## config.mk

```make
export PLATFORM = sky130hd
export DESIGN_NAME = mux2_rr_arbiter
export DESIGN_NICKNAME = d
export VERILOG_FILES = /design/src/rtl/mux2_rr_arbiter_pkg.sv /design/src/rtl/mux2_nbit.sv /design/src/rtl/mux2_rr_arbiter.sv
export SDC_FILE = /design/constraint.sdc
export NUM_CORES = 1
export LEC_CHECK = 0
export BUFFER_PORTS_ARGS = -buffer_cell sky130_fd_sc_hd__buf_2
export CAP_MARGIN = 20
export CORE_AREA = 2 2 39 41
export DETAILED_ROUTE_END_ITERATION = 12
export DIE_AREA = 0 0 41 43
export PLACE_DENSITY = 0.74
export SLEW_MARGIN = 10
export SYNTH_ARGS = -nofsm -noshare
export SYNTH_HDL_FRONTEND = slang
export SYNTH_SLANG_ARGS = --single-unit
```

## constraint.sdc

```tcl
create_clock -name clk -period 3.09 [get_ports clk]
set_input_delay 0.618 -clock clk [delete_from_list [all_inputs] [get_ports clk]]
set_output_delay 0.618 -clock clk [all_outputs]
set_load 0.05 [all_outputs]
```

## src/rtl/mux2_rr_arbiter_pkg.sv

```systemverilog
`default_nettype none
// ============================================================================
//  Module   : mux2_rr_arbiter_pkg
//  Purpose  : Shared definitions for the two-requester round-robin arbiter:
//             default message width and the grant index encoding.
//  Ports    : (package, none)
//  Revision : 1.0  initial release
// ============================================================================
package mux2_rr_arbiter_pkg;

   localparam int unsigned NBITS_DEFAULT = 8;

   // Grant index doubles as the datapath mux select.
   typedef enum logic {
      GRANT_IN0 = 1'b0,
      GRANT_IN1 = 1'b1
   } grant_e;

endpackage
`default_nettype wire

```

## src/rtl/mux2_nbit.sv

```systemverilog
`default_nettype none
// ============================================================================
//  Module   : mux2_nbit
//  Purpose  : Parameterized nbits-wide 2:1 multiplexer.
//  Ports    : in0  - data selected when sel = 0
//             in1  - data selected when sel = 1
//             sel  - select
//             out  - selected data
//  Revision : 1.0  initial release
// ============================================================================
module mux2_nbit
   import mux2_rr_arbiter_pkg::*;
#(
   parameter int unsigned nbits = NBITS_DEFAULT
) (
   input  logic [nbits-1:0] in0,
   input  logic [nbits-1:0] in1,
   input  logic             sel,
   output logic [nbits-1:0] out
);

   assign out = sel ? in1 : in0;

endmodule
`default_nettype wire

```

## src/rtl/mux2_rr_arbiter.sv

```systemverilog
`default_nettype none
// ============================================================================
//  Module   : mux2_rr_arbiter
//  Purpose  : Shares one nbits-wide val/rdy output stream between two
//             requesters using round-robin arbitration. The winner's message
//             passes through a 2:1 mux into a one-entry output register that
//             behaves as a pipe (dequeue and enqueue in the same cycle).
//  Ports    : clk, reset            - clock, async active-high reset
//             in0_val/in0_rdy/in0_msg - requester 0 stream
//             in1_val/in1_rdy/in1_msg - requester 1 stream
//             out_val/out_rdy/out_msg - registered output stream
//             sel                   - current grant index (0 = in0, 1 = in1)
//  Revision : 1.0  initial release
// ============================================================================
module mux2_rr_arbiter
   import mux2_rr_arbiter_pkg::*;
#(
   parameter int unsigned nbits = NBITS_DEFAULT
) (
   input  logic             clk,
   input  logic             reset,
   input  logic             in0_val,
   output logic             in0_rdy,
   input  logic [nbits-1:0] in0_msg,
   input  logic             in1_val,
   output logic             in1_rdy,
   input  logic [nbits-1:0] in1_msg,
   output logic             out_val,
   input  logic             out_rdy,
   output logic [nbits-1:0] out_msg,
   output logic             sel
);

   logic             full_q, full_d;
   grant_e           prio_q, prio_d;
   logic [nbits-1:0] msg_q,  msg_d;

   grant_e           grant_w;
   logic             accept_w;
   logic             xfer_w;
   logic [nbits-1:0] mux_out_w;

   // Room in the output register now, or it drains on this same edge.
   assign accept_w = !full_q || out_rdy;

   always_comb begin
      grant_w = prio_q;
      if (in0_val && !in1_val) begin
         grant_w = GRANT_IN0;
      end else if (in1_val && !in0_val) begin
         grant_w = GRANT_IN1;
      end
   end

   // Ready is gated by reset so nothing is accepted while reset is asserted.
   assign in0_rdy = !reset && accept_w && in0_val && (grant_w == GRANT_IN0);
   assign in1_rdy = !reset && accept_w && in1_val && (grant_w == GRANT_IN1);
   assign xfer_w  = in0_rdy || in1_rdy;

   assign sel     = reset ? GRANT_IN0 : grant_w;
   assign out_val = full_q;
   assign out_msg = msg_q;

   mux2_nbit #(
      .nbits (nbits)
   ) u_mux (
      .in0 (in0_msg),
      .in1 (in1_msg),
      .sel (grant_w),
      .out (mux_out_w)
   );

   always_comb begin
      full_d = full_q;
      prio_d = prio_q;
      msg_d  = msg_q;
      if (xfer_w) begin
         full_d = 1'b1;
         msg_d  = mux_out_w;
         // Favour the requester that just lost.
         prio_d = (grant_w == GRANT_IN0) ? GRANT_IN1 : GRANT_IN0;
      end else if (full_q && out_rdy) begin
         full_d = 1'b0;
      end
   end

   always_ff @(posedge clk or posedge reset) begin
      if (reset) begin
         full_q <= 1'b0;
         prio_q <= GRANT_IN0;
         msg_q  <= '0;
      end else begin
         full_q <= full_d;
         prio_q <= prio_d;
         msg_q  <= msg_d;
      end
   end

endmodule
`default_nettype wire

```

* After elaboration in Yosys (flattened, before gate mapping)
Cells that the tools add are included.
** Word-level totals
- Register bits after elaboration :: 10
- Latch bits :: 0
- Memory bits (writable) :: 0
- ROM bits :: 0
- Output and inout bits :: 12
- Word-level logic and storage cells :: 26
- Memories kept :: 0
** Cells by class
- Add/subtract/negate cells :: 0
- Multipliers :: 0
- Div/mod/pow operators :: 0
- $lt $le $gt $ge :: 0
- Eq/ne operators :: 0
- Shifts and indexed selects :: 0
- Mux-type cells :: 7
- Bitwise logic cells :: 1
- Reductions and logical operators :: 15
** Operators by type and width (count)
- logical AND 1 bit :: 8
- two-way mux 8 bit :: 1
- two-way mux 1 bit :: 6
- logical NOT 1 bit :: 4
- logical OR 1 bit :: 2
- nonzero test 2 bit :: 1
- inverter 1 bit :: 1

* Logic depth before layout (Yosys ltp)
Gate-level depths: netlist (run 1).
- Depth after elaboration :: 8
- Gate-level depth with buffers :: 5

* By module
From an unflattened synthesis (run 1), not the netlist that was laid out.
** Second synthesis, totals
- Cells, all modules :: 41
- Area total of the unflattened synthesis :: 606.8 um^2
** By module, submodules not included
- mux2_rr_arbiter :: instances 1, cells each 32, area an instance 475.5 um^2
- mux2_nbit :: instances 1, cells each 9, area an instance 131.4 um^2

* Worst setup path after synthesis (run 1)
Ideal clock, no wire load.
- Path type :: input to output
- Start :: in reset
- End :: out in0_rdy
- Data arrival time :: 1.932 ns
- Slack :: 0.540 ns
- Cell stages on the path :: 4
- Cell sequence :: inv_1 > and2_1 > nand2_1 > a21oi_1
** Between the ends
- Longest elaborated chain between the ends :: 4
** Ends and longest elaborated chain
- start: declaration :: line mux2_rr_arbiter.sv:21 : input logic reset,
- logical NOT 1 bit (no source line)
- logical AND 1 bit (3 in series) :: line mux2_rr_arbiter.sv:56 : assign in0_rdy = !reset && accept_w && in0_val && (grant_w == GRANT_IN0);
- end: declaration :: line mux2_rr_arbiter.sv:23 : output logic in0_rdy,
Every way passes these cells.

* Worst setup path in the final report (run 1)
Same ends and word-level chain as after synthesis.

==> results.md, run 1 <==
Logic synthesis:
- The area of the mapped netlist is 519 um^2.
- The share of synthesized area in the top cell type comes to 48.2%.
- The most used flip-flop cell after synthesis is sky130_fd_sc_hd__dfrtp_1.
- After technology mapping, the gate count stands at 62.
- Counting instances in the post-synthesis netlist gives the leading cell types as sky130_fd_sc_hd__a21oi_1, sky130_fd_sc_hd__nand2_1, sky130_fd_sc_hd__dfrtp_1.
- The most common cell in the synthesized netlist is sky130_fd_sc_hd__a21oi_1.
- The number of nets in the synthesized netlist is 83.
- The synthesized design contains 10 register bits.
- The post-synthesis async set-or-reset flop share is 100%.
- The dominant cell type by area after synthesis is sky130_fd_sc_hd__dfrtp_1.
- The synthesis warning total is 0.
- After synthesis, the mean cell area works out to 8.37 um^2.
- The number of flops mapped to enable cells by yosys is 0.
- By area the synthesized netlist is led by sky130_fd_sc_hd__dfrtp_1, sky130_fd_sc_hd__a21oi_1, sky130_fd_sc_hd__nand2_1, sky130_fd_sc_hd__nor2_1, sky130_fd_sc_hd__a21oi_4.
- Sequential cells were found to cover 48.2% of the synthesized design area.
- The number of distinct standard cells referenced by the synthesized netlist is 14.

CTS:
- Hold repair after CTS inserted 0 buffers.
- The number of setup buffers added after CTS is 0.
- The total number of clock tree sinks is 10.
- CTS built an H-tree with a depth of 1.
- The clock tree from TritonCTS is built.
- Buffers inserted during clock tree synthesis total 3.
- No sink is reached through more buffers than the 2 on the longest clock path.
- The clock transition at the registers of the reported paths is 0.07 ns.
- The later pin in the worst-skew pair is clocked with a latency of 0.27 ns.
- The post-cts repair resize count is 0.
- The root buffer selected by CTS is sky130_fd_sc_hd__clkbuf_4.

GRT:
- The overall fraction of global-route tracks in use is 18.1%.
- The layer flagged by global routing as most heavily used is met2.
- The global routing usage on met1 is 23.5%.
- The first-pass GRT wire length is 2130 um.
- The initial antenna violation count was 0.
- The met2 track utilization from global routing is 26.3%.
- The number of global-route vias before repair was 508.
- The total global routing overflow is 0.
- The maximum number of pins on one net before global-route repair is 14.
- The global-route track usage on met3 is 3.14%.

Timing:
- The worst clock skew is 0.00550 ns.
- The tightest hold path in the finished design has a slack of 0.325 ns.
- The number of max-slew violations in the final report is 0.
- Setup violations remaining at the end of the flow were counted as 0.
- After layout, the worst path uses 71.4% of the clock period.
- The final critical path time including I/O delays and setup is 2.21 ns.
- Setup repair after global routing left no endpoint under its margin.
- The worst pin sits at a relative slew slack of 80.1%.
- The maximum frequency from static timing analysis is 453 MHz.
- The number of endpoints with negative hold slack in the final report came to 0.
- At the pin with the least slew margin, the transition time is 0.299 ns.
- Adding up every negative setup slack in the final design gives 0 ns.

Worst setup path:
- The worst-path maximum fanout is 13.
- The startpoint type of the worst setup path is a primary input.
- By startpoint and endpoint, the worst setup path is classified as primary input to output pin.
- For the worst setup path, the data required time is 2.47 ns.
- The endpoint kind of the worst setup timing path is an output pin.
- The number of cells on the worst reg-to-reg path is 4.
- Data on the critical path arrives at its endpoint at 1.59 ns.

Placed design:
- The post-placement cell count is 110.
- At the end of routability-driven placement, the weighted congestion stood at 0.720.
- The count of buffers added on input and output ports is 32.
- Once detailed placement completed, the half-perimeter wirelength came to 947 um.

Job:
- Max-cap violations in this run came to 0.

Power and ir drop:
- IR analysis of the VDD net gives a maximum drop of 287 uV.
- Summed over all cells, the static leakage comes to 0.389 nW.
- The completed layout was analyzed and its total power is 0.526 mW.
- The ratio of total power to cell area is 718 nW/um^2.

Route:
- Across all layers, the routed design uses 558 vias.
- In this run the remaining antenna-violating nets after routing total 0.
- The per-cell via count in the routed design is 4.89.
- After detailed routing, the number of remaining DRC violations is 0.
- The first-pass iteration count of the detailed router is 3.
- The number of DRC markers in iteration 0 is 5.
- Wires add up to 1250 um.
- The wire length per cell after detailed routing is 10.9 um.

Final layout:
- The post-route netlist has 40.8% of its cells at a drive strength greater than 1.
- The repair_antennas step left the layout with diodes totalling 0.
- The final layout contains 120 nets.
- The area growth from synthesis to layout is 41.0%.
- For this run, the share of the core covered by cells in the final layout is 52.9%.
- The finished layout holds 114 standard cells, fillers aside.

Die:
- The die area is 1760 um^2.
- The height of the die is 43 um.
- In this run the horizontal extent of the chip is 41 um.
- The floorplan has 14 rows.
- The core region is 1380 um^2.
- The starting density of the core is 37.5%.
- In this run the count of I/O pins placed on the die edge is 33.

Status:
- The run finished with clean final reports.

Worst hold path:
- The path category of the worst min-delay check is primary input to asynchronous set/reset pin.
-- placed cells by master, fill, tap and decap left out --
cell and count:
sky130_fd_sc_hd__buf_4 1, sky130_fd_sc_hd__nor2_1 9, sky130_fd_sc_hd__nor2b_2 1, sky130_fd_sc_hd__dfrtp_1 10
sky130_fd_sc_hd__clkbuf_8 1, sky130_fd_sc_hd__nand2b_1 2, sky130_fd_sc_hd__clkbuf_4 3, sky130_fd_sc_hd__and3_1 2
sky130_fd_sc_hd__inv_1 2, sky130_fd_sc_hd__or2_1 1, sky130_fd_sc_hd__nand3_2 1, sky130_fd_sc_hd__a21o_1 1
sky130_fd_sc_hd__and2_1 1, sky130_fd_sc_hd__buf_2 32, sky130_fd_sc_hd__a21oi_4 1, sky130_fd_sc_hd__a21oi_1 19
sky130_fd_sc_hd__nand2_1 11
-- final cells by class --
type	count	area (um^2)
Clock buffer	4	36.3
Multi-Input combinational cell	49	250
Fill cell	137	652
Inverter	2	7.51
Sequential cell	10	250
Timing Repair Buffer	33	168
Tap cell	16	20.0
-- sequential cells by signal (all words and copies together), names as in the netlist --
name,flops
prio_q,1
out_val,1
out_msg,8
-- layer usage --
layer  vias to the layer above  wire [um]
met1                       254        560
li1                        281          -
met4                         0         37
met5                         -          0
met2                        18        580
met3                         5         68
-- stage by stage --
step	setup WS (ns)	instance area, um^2
3_3_place_gp	0.908	696
4_1_cts	0.870	732
5_1_grt	0.769	732
3_5_place_dp	0.867	696
6_report	0.885	732
2_1_floorplan	0.540	519
-- report_power, final --
part / switching [mW] / total, mW / internal, mW
Combinational: 0.167 / 0.225 / 0.0583
Clock: 0.0495 / 0.121 / 0.0716
Sequential: 0.0195 / 0.179 / 0.160
-- final timing paths --
check	startpoint	end	slack (ns)
max	reset	in0_rdy	0.88
min	reset	out_msg[2]	0.33
max reg2reg	out_val	out_msg[5]	1.93
min reg2reg	out_msg[0]	out_msg[0]	0.52
max in group asynchronous	reset	out_msg[1]	2.61
min in group clk	out_msg[0]	out_msg[0]	0.52
-- worst max-delay path, cell delays in order --
cell and delay [ns]:
sky130_fd_sc_hd__buf_2 0.10, sky130_fd_sc_hd__inv_1 0.04, sky130_fd_sc_hd__buf_4 0.19, sky130_fd_sc_hd__and2_1 0.18
sky130_fd_sc_hd__nand2_1 0.08, sky130_fd_sc_hd__a21oi_1 0.10, sky130_fd_sc_hd__buf_2 0.27
-- cell families after synthesis --
family	count (synthesis)	share of synthesized area, %
AND/OR/NAND/NOR	28	25.3
buffers and inverters	3	3.61
flip-flops	10	48.2
AO/OA/AOI/OAI	21	22.9
No activity file was read; power rests on OpenSTA's default activity.
==> run 2: changes to the inputs <==
--- a/config.mk
+++ b/config.mk
@@ -7,10 +7,10 @@
 export LEC_CHECK = 0
 export BUFFER_PORTS_ARGS = -buffer_cell sky130_fd_sc_hd__buf_2
 export CAP_MARGIN = 20
-export CORE_AREA = 2 2 39 41
+export CORE_MARGIN = 2
+export CORE_UTILIZATION = 36
 export DETAILED_ROUTE_END_ITERATION = 12
-export DIE_AREA = 0 0 41 43
-export PLACE_DENSITY = 0.74
+export PLACE_DENSITY = 0.72
 export SLEW_MARGIN = 10
 export SYNTH_ARGS = -nofsm -noshare
 export SYNTH_HDL_FRONTEND = slang
==> constraint.sdc (replaced) <==
create_clock -name clk -period 2 [get_ports clk]
set_input_delay 0.4 -clock clk [delete_from_list [all_inputs] [get_ports clk]]
set_output_delay 0.4 -clock clk [all_outputs]
set_load 0.05 [all_outputs]
==> results.md, run 2 (synthesis results as in run 1) <==
Status:
- The flow ran to the end, and the final reports show no timing, DRC or antenna violations.

GRT:
- The overall fraction of global-route tracks in use is 17.0% (-1.1 points).
- The total global routing overflow is 0 (unchanged).
- The number of global-route vias before repair came to 529 (+4.1%).
- The initial antenna violation count is 0 (unchanged).
- The first-pass GRT wire length is 2250 um (+5.5%).
- The maximum number of pins on one net before global-route repair is 13 (-1).

Worst setup path:
- The startpoint type of the worst setup path is a flop.
- The arrival time reported for the critical path endpoint is 1.42 ns (-0.17 ns).
- The required time at the worst-slack endpoint is 1.60 ns (-0.87 ns).
- The endpoint kind of the worst setup timing path is an output pin.
- The worst-path maximum fanout is 4 (-9).
- The worst setup path category is flop to output pin.

CTS:
- The insertion delay of the later-clocked pin in the worst-skew pair is 0.26 ns (about the same).
- The hold buffer count at CTS is 0 (unchanged).
- The post-cts repair resize count is 0 (unchanged).
- The setup fix buffers added after clock tree synthesis came to 0 (unchanged).
- The maximum root-to-sink buffer count is 2 (unchanged).
- The clock transition at the registers of the reported paths is 0.07 ns (about the same).
- The H-tree depth is 1 (unchanged).
- The clock tree from TritonCTS is built.
- The root buffer selected by CTS is sky130_fd_sc_hd__clkbuf_4.
- The total number of clock tree sinks came to 10 (unchanged).
- The number of CTS-inserted buffers was 3 (unchanged).

Timing:
- The number of endpoints with negative hold slack in the final report is 0 (unchanged).
- The final critical path takes up 91.0% of the cycle.
- The worst-case headroom to the max-slew limit is 78.1% (-2.0 points).
- The maximum frequency from static timing analysis is 549 MHz.
- The number of max-slew violations in the final report is 0 (unchanged).
- The total setup violations reported at the end of the flow is 0 (unchanged).
- The final critical path time including I/O delays and setup is 1.82 ns.
- The worst clock skew is 0.00196 ns (-0.00354 ns).
- The post-route setup TNS is 0 ns (unchanged).
- Setup repair after global routing left no endpoint under its margin.
- The slew at the pin closest to its max-slew limit is 0.328 ns (+0.0294 ns).

Final layout:
- Compared with the post-synthesis result, the final layout area differs by 43.6%.
- The area taken by flip-flops and latches was 250 um^2 (unchanged).
- The proportion of layout cells with a drive suffix above 1 is 43.4% (+2.6 points).
- The net total in the final layout is 121 (+0.83%).
- The final standard cell area without fillers is 746 um^2 (+1.9%).
- The flip-flop count of the largest register after layout is 8 (unchanged).
- In the layout the commonest cells are sky130_fd_sc_hd__buf_2, sky130_fd_sc_hd__a21oi_1, sky130_fd_sc_hd__nand2_1, sky130_fd_sc_hd__dfrtp_1, sky130_fd_sc_hd__nor2_1.
- The final antenna diode count came to 0 (unchanged).
- The count of fill cells added during filler insertion was 122 (-11%).
- The area of combinational cells with multiple inputs is 258 um^2 (+3.0%).
- Leaving out fill and tap cells, the most frequent cell in the layout is sky130_fd_sc_hd__buf_2.

Power and ir drop:
- The static leakage power is 0.393 nW (+1.2%).
- The ratio of total power to cell area came to 1100 nW/um^2 (+53%).
- The reported net switching power was 0.366 mW (+55%).
- The switching part of the total came to 44.7% (-0.21 points).
- The share of power burned in the clock network is 22.5% (-0.5 points).
- The peak supply drop is 542 uV (+89%).
- The relative contribution of sequential cells to total power is 33.7% (-0.4 points).
- The internal power summed over all cells is 0.453 mW (+56%).
- The part of the total power dissipated in combinational logic was 43.8% (+1.0 points).

Route:
- The detailed-route DRC error count is 0 (unchanged).
- The number of DRC markers in iteration 0 is 12 (+7).
- The routed wire length is 1320 um (+5.9%).
- The per-cell via count in the routed design came to 4.96 (+1.3%).
- The wire length per cell after detailed routing is 11.6 um (+5.9%).
- The residual antenna-violating net count after detailed routing was 0 (unchanged).
- The routed via count is 565 (+1.3%).
- The first-pass iteration count of the detailed router came to 4 (+1).

Die:
- The width of the die is 42.0 um (+2.4%).
- The count of pins on the block boundary came to 33 (unchanged).
- The starting density of the core is 39.4% (+1.9 points).
- The standard-cell row count is 13 (-1).
- The core region area came to 1320 um^2 (-4.8%).
- The die area is 1760 um^2 (about the same).
- The height of the die is 42.0 um (-2.4%).

Job:
- The count of max-cap constraint violations came to 0 (unchanged).

Placed design:
- The placed standard-cell area is 709 um^2 (+2.0%).
- The final weighted congestion in routability-driven placement is 0.770 (+6.8%).
- The count of input and output buffers came to 32 (unchanged).
- The total half-perimeter wirelength after legalization and detailed placement is 988 um (+4.4%).

Worst hold path:
- The path category of the worst min-delay check is primary input to asynchronous set/reset pin.
[run 2: path summary, 6_finish.rpt]
kind                       startpoint          to  slack [ns]  cells past startpoint
hold reg to reg            out_msg[4]  out_msg[4]        0.52                      2
max in group asynchronous       reset      prio_q        1.72                      3
min in group clk           in1_msg[4]  out_msg[4]        0.36                      3
setup / recovery              out_val     in0_rdy        0.18                      5
hold / removal                  reset  out_msg[4]        0.13                      3
setup reg to reg              out_val  out_msg[2]        0.84                      4
[run 2: layer usage]
| layer | vias to the layer above | GRT usage, % | part of all wire, % |
|---|---|---|---|
| li1 | 282 | - | - |
| met1 | 258 | 23.0 | 44 |
| met2 | 23 | 24.4 | 45 |
| met3 | 2 | 4.31 | 9.5 |
| met4 | 0 | 9.68 | 1.1 |
| met5 | - | 0 | 0 |
[run 2: final cells by class]
class,count,share of cell area [%]
multi-input combinational,49,34.6
timing repair buffer,34,23.5
inverter,2,1.01
clock buffer,4,4.87
sequential,10,33.6
tap,15,2.52
[run 2: per-stage QoR]
| step | setup slack [ns] | hold WS, ns | std cells | util, % | total power, mW |
|---|---|---|---|---|---|
| floorplan | 0.154 | 0.265 | 62 | - | 0.544 |
| global placement | 0.377 | 0.429 | 110 | 53.8 | 0.636 |
| detailed placement | 0.327 | 0.422 | 110 | 53.8 | 0.640 |
| CTS | 0.167 | 0.129 | 114 | 56.6 | 0.827 |
| global route | 0.0558 | 0.163 | 114 | 56.6 | 0.869 |
| finish | 0.180 | 0.131 | 114 | 56.6 | 0.819 |
[run 2: power by group through the flow]
stage / sequential (mW) / combinational, mW / clock [mW]
floorplan: 0.420 / 0.124 / 0
global placement: 0.279 / 0.356 / 0
detailed placement: 0.279 / 0.361 / 0
CTS: 0.276 / 0.361 / 0.190
global route: 0.283 / 0.390 / 0.196
finish: 0.276 / 0.359 / 0.184
[run 2: worst max-delay path: stages (launching register included)]
cell and delay, ns:
sky130_fd_sc_hd__dfrtp_1 0.37, sky130_fd_sc_hd__nand2b_1 0.14, sky130_fd_sc_hd__and2_1 0.19, sky130_fd_sc_hd__nand2_1 0.09, sky130_fd_sc_hd__a21oi_2 0.10, sky130_fd_sc_hd__buf_2 0.26
==> run 3: changes to the inputs <==
--- a/config.mk
+++ b/config.mk
@@ -11,6 +11,7 @@
 export CORE_UTILIZATION = 36
 export DETAILED_ROUTE_END_ITERATION = 12
 export PLACE_DENSITY = 0.72
+export RECOVER_POWER = 25
 export SLEW_MARGIN = 10
 export SYNTH_ARGS = -nofsm -noshare
 export SYNTH_HDL_FRONTEND = slang
==> results.md, run 3 (synthesis results as in run 1) <==
Status:
- The flow ran to the end, and the final reports show no timing, DRC or antenna violations.

Route:
- The routed via count was 566 (+0.18%).
- The wire length per cell after detailed routing was 11.6 um (about the same).
- The detailed-route DRC error count is 0 (unchanged).
- The per-cell via count in the routed design is 4.96 (+0.18%).
- The first-pass iteration count of the detailed router is 4 (unchanged).
- The residual antenna-violating net count after detailed routing came to 0 (unchanged).
- The routed wire length is 1320 um (about the same).
- The number of DRC markers in iteration 0 came to 12 (unchanged).

Die:
- The die area is 1760 um^2 (unchanged).
- The standard-cell row count is 13 (unchanged).
- The count of pins on the block boundary came to 33 (unchanged).
- The height of the die is 42.0 um (unchanged).
- The core region area is 1320 um^2 (unchanged).
- The starting density of the core came to 39.4% (unchanged).
- The width of the die is 42.0 um (unchanged).

GRT:
- The initial antenna violation count came to 0 (unchanged).
- The maximum number of pins on one net before global-route repair came to 13 (unchanged).
- The number of global-route vias before repair is 529 (unchanged).
- The first-pass GRT wire length came to 2250 um (unchanged).
- The total global routing overflow is 0 (unchanged).
- The overall fraction of global-route tracks in use came to 17.0% (unchanged).

Final layout:
- The final antenna diode count came to 0 (unchanged).
- The final standard cell utilization of the core is 56.2% (-0.38 points).
- The synthesis-to-layout area growth is 42.7%.
- The proportion of layout cells with a drive suffix above 1 is 41.4% (-2.0 points).
- The flip-flop count of the largest register after layout is 8 (unchanged).
- The area of combinational cells with multiple inputs is 258 um^2 (unchanged).
- The final standard cell area without fillers came to 741 um^2 (-0.67%).
- The library cell used most frequently in the layout, excluding fill and tap cells, is sky130_fd_sc_hd__buf_2.
- The count of fill cells added during filler insertion is 123 (+0.82%).
- The top cell types in the final layout, fill and taps aside, are sky130_fd_sc_hd__buf_2, sky130_fd_sc_hd__a21oi_1, sky130_fd_sc_hd__nand2_1, sky130_fd_sc_hd__dfrtp_1, sky130_fd_sc_hd__nor2_1.
- The area taken by flip-flops and latches came to 250 um^2 (unchanged).
- The number of standard cells in the layout, taps in and fillers out came to 114 (unchanged).
- The net total in the final layout is 121 (unchanged).

Timing:
- The number of endpoints with negative hold slack in the final report is 0 (unchanged).
- The final critical path time including I/O delays and setup is 1.82 ns (+0.000124 ns).
- Setup repair after global routing left no endpoint under its margin.
- The worst hold slack across all endpoints is 0.269 ns (+0.139 ns).
- The total setup violations reported at the end of the flow is 0 (unchanged).
- The maximum frequency from static timing analysis is 549 MHz (about the same).
- The final critical-path share of the clock period was 91.0% (about the same).
- The worst-case headroom to the max-slew limit is 59.4% (-19 points).
- The number of max-slew violations in the final report was 0 (unchanged).
- The smallest setup slack after layout is 0.180 ns (-0.000124 ns).
- The slew at the pin closest to its max-slew limit came to 0.610 ns (+0.281 ns).
- The worst clock skew came to 0.00132 ns (-0.000645 ns).
- The post-route setup TNS came to 0 ns (unchanged).

CTS:
- The clock tree from TritonCTS is built.
- The insertion delay of the later-clocked pin in the worst-skew pair came to 0.26 ns (about the same).
- The total number of clock tree sinks was 10 (unchanged).
- The hold buffer count at CTS was 0 (unchanged).
- The number of CTS-inserted buffers is 3 (unchanged).
- The setup fix buffers added after clock tree synthesis is 0 (unchanged).
- The root buffer selected by CTS is sky130_fd_sc_hd__clkbuf_4.
- The clock transition at the registers of the reported paths came to 0.07 ns (about the same).
- The maximum root-to-sink buffer count came to 2 (unchanged).
- The post-cts repair resize count was 0 (unchanged).
- The H-tree depth was 1 (unchanged).

Worst setup path:
- The worst-path maximum fanout came to 4 (unchanged).
- By startpoint and endpoint, the worst setup path is classified as flop to output pin.
- The critical path goes through nand2b_1 -> and2_1 -> nand2_1 -> a21oi_2 -> buf_2.
- The critical path's largest stage delay was 0.37 ns (about the same).
- The startpoint type of the worst setup path is a flop.
- The startpoint identified for the worst register-to-register timing path is out_val.
- The required time at the worst-slack endpoint is 1.60 ns (about the same).
- The arrival time reported for the critical path endpoint is 1.42 ns (about the same).
- The cell type of the slowest stage on the worst timing path is sky130_fd_sc_hd__dfrtp_1.
- The endpoint kind of the worst setup timing path is an output pin.
- The launching element of the worst setup path is out_val.

Placed design:
- The post-place setup slack is 0.327 ns (unchanged).
- The total half-perimeter wirelength after legalization and detailed placement is 988 um (unchanged).
- The count of input and output buffers was 32 (unchanged).
- The post-placement cell count came to 110 (unchanged).
- The placed standard-cell area is 709 um^2 (unchanged).
- The final weighted congestion in routability-driven placement was 0.770 (unchanged).

Power and ir drop:
- The overall power after layout is 0.818 mW (-0.22%).
- The peak supply drop was 540 uV (-0.42%).
- The ratio of total power to cell area is 1100 nW/um^2 (+0.46%).
- The static leakage power came to 0.387 nW (-1.6%).

Job:
- The count of max-cap constraint violations is 0 (unchanged).

Worst hold path:
- The path category of the worst min-delay check is primary input to asynchronous set/reset pin.
[run 3: final timing paths]
path                                    to  cells after the start  slack [ns]
worst max-delay path               in0_rdy                      5        0.18
worst min-delay path            out_msg[1]                      3        0.27
worst max register to register  out_msg[2]                      4        0.85
worst min register to register  out_msg[4]                      2        0.52
max in group asynchronous           prio_q                      3        1.34
min in group clk                out_msg[4]                      3        0.36
[run 3: per-layer routing]
layer  global-route usage (%)  routed length (um)
met1                     23.0                 584
met2                     24.4                 593
met3                     4.31                 127
met4                     9.68                  14
met5                        0                   0
[run 3: cell type report]
cell class	instances	area share, %
repair buffers	34	23.0
flip-flops and latches	10	33.8
inverters	2	1.01
clock buffers	4	4.90
multi-input cells	49	34.8
well taps	15	2.53
[run 3: power by group]
part	internal [mW]	total, mW	switching (mW)
combinational	0.0948	0.357	0.263
clock	0.111	0.184	0.0735
sequential	0.247	0.276	0.0294
[run 3: critical path, delay by kind of cell, from the launching register on]
kind	cells	cell delay, ns
AND/OR/NAND/NOR	3	0.42
flip-flops	1	0.37
buffers and inverters	1	0.26
AO/OA/AOI/OAI	1	0.10
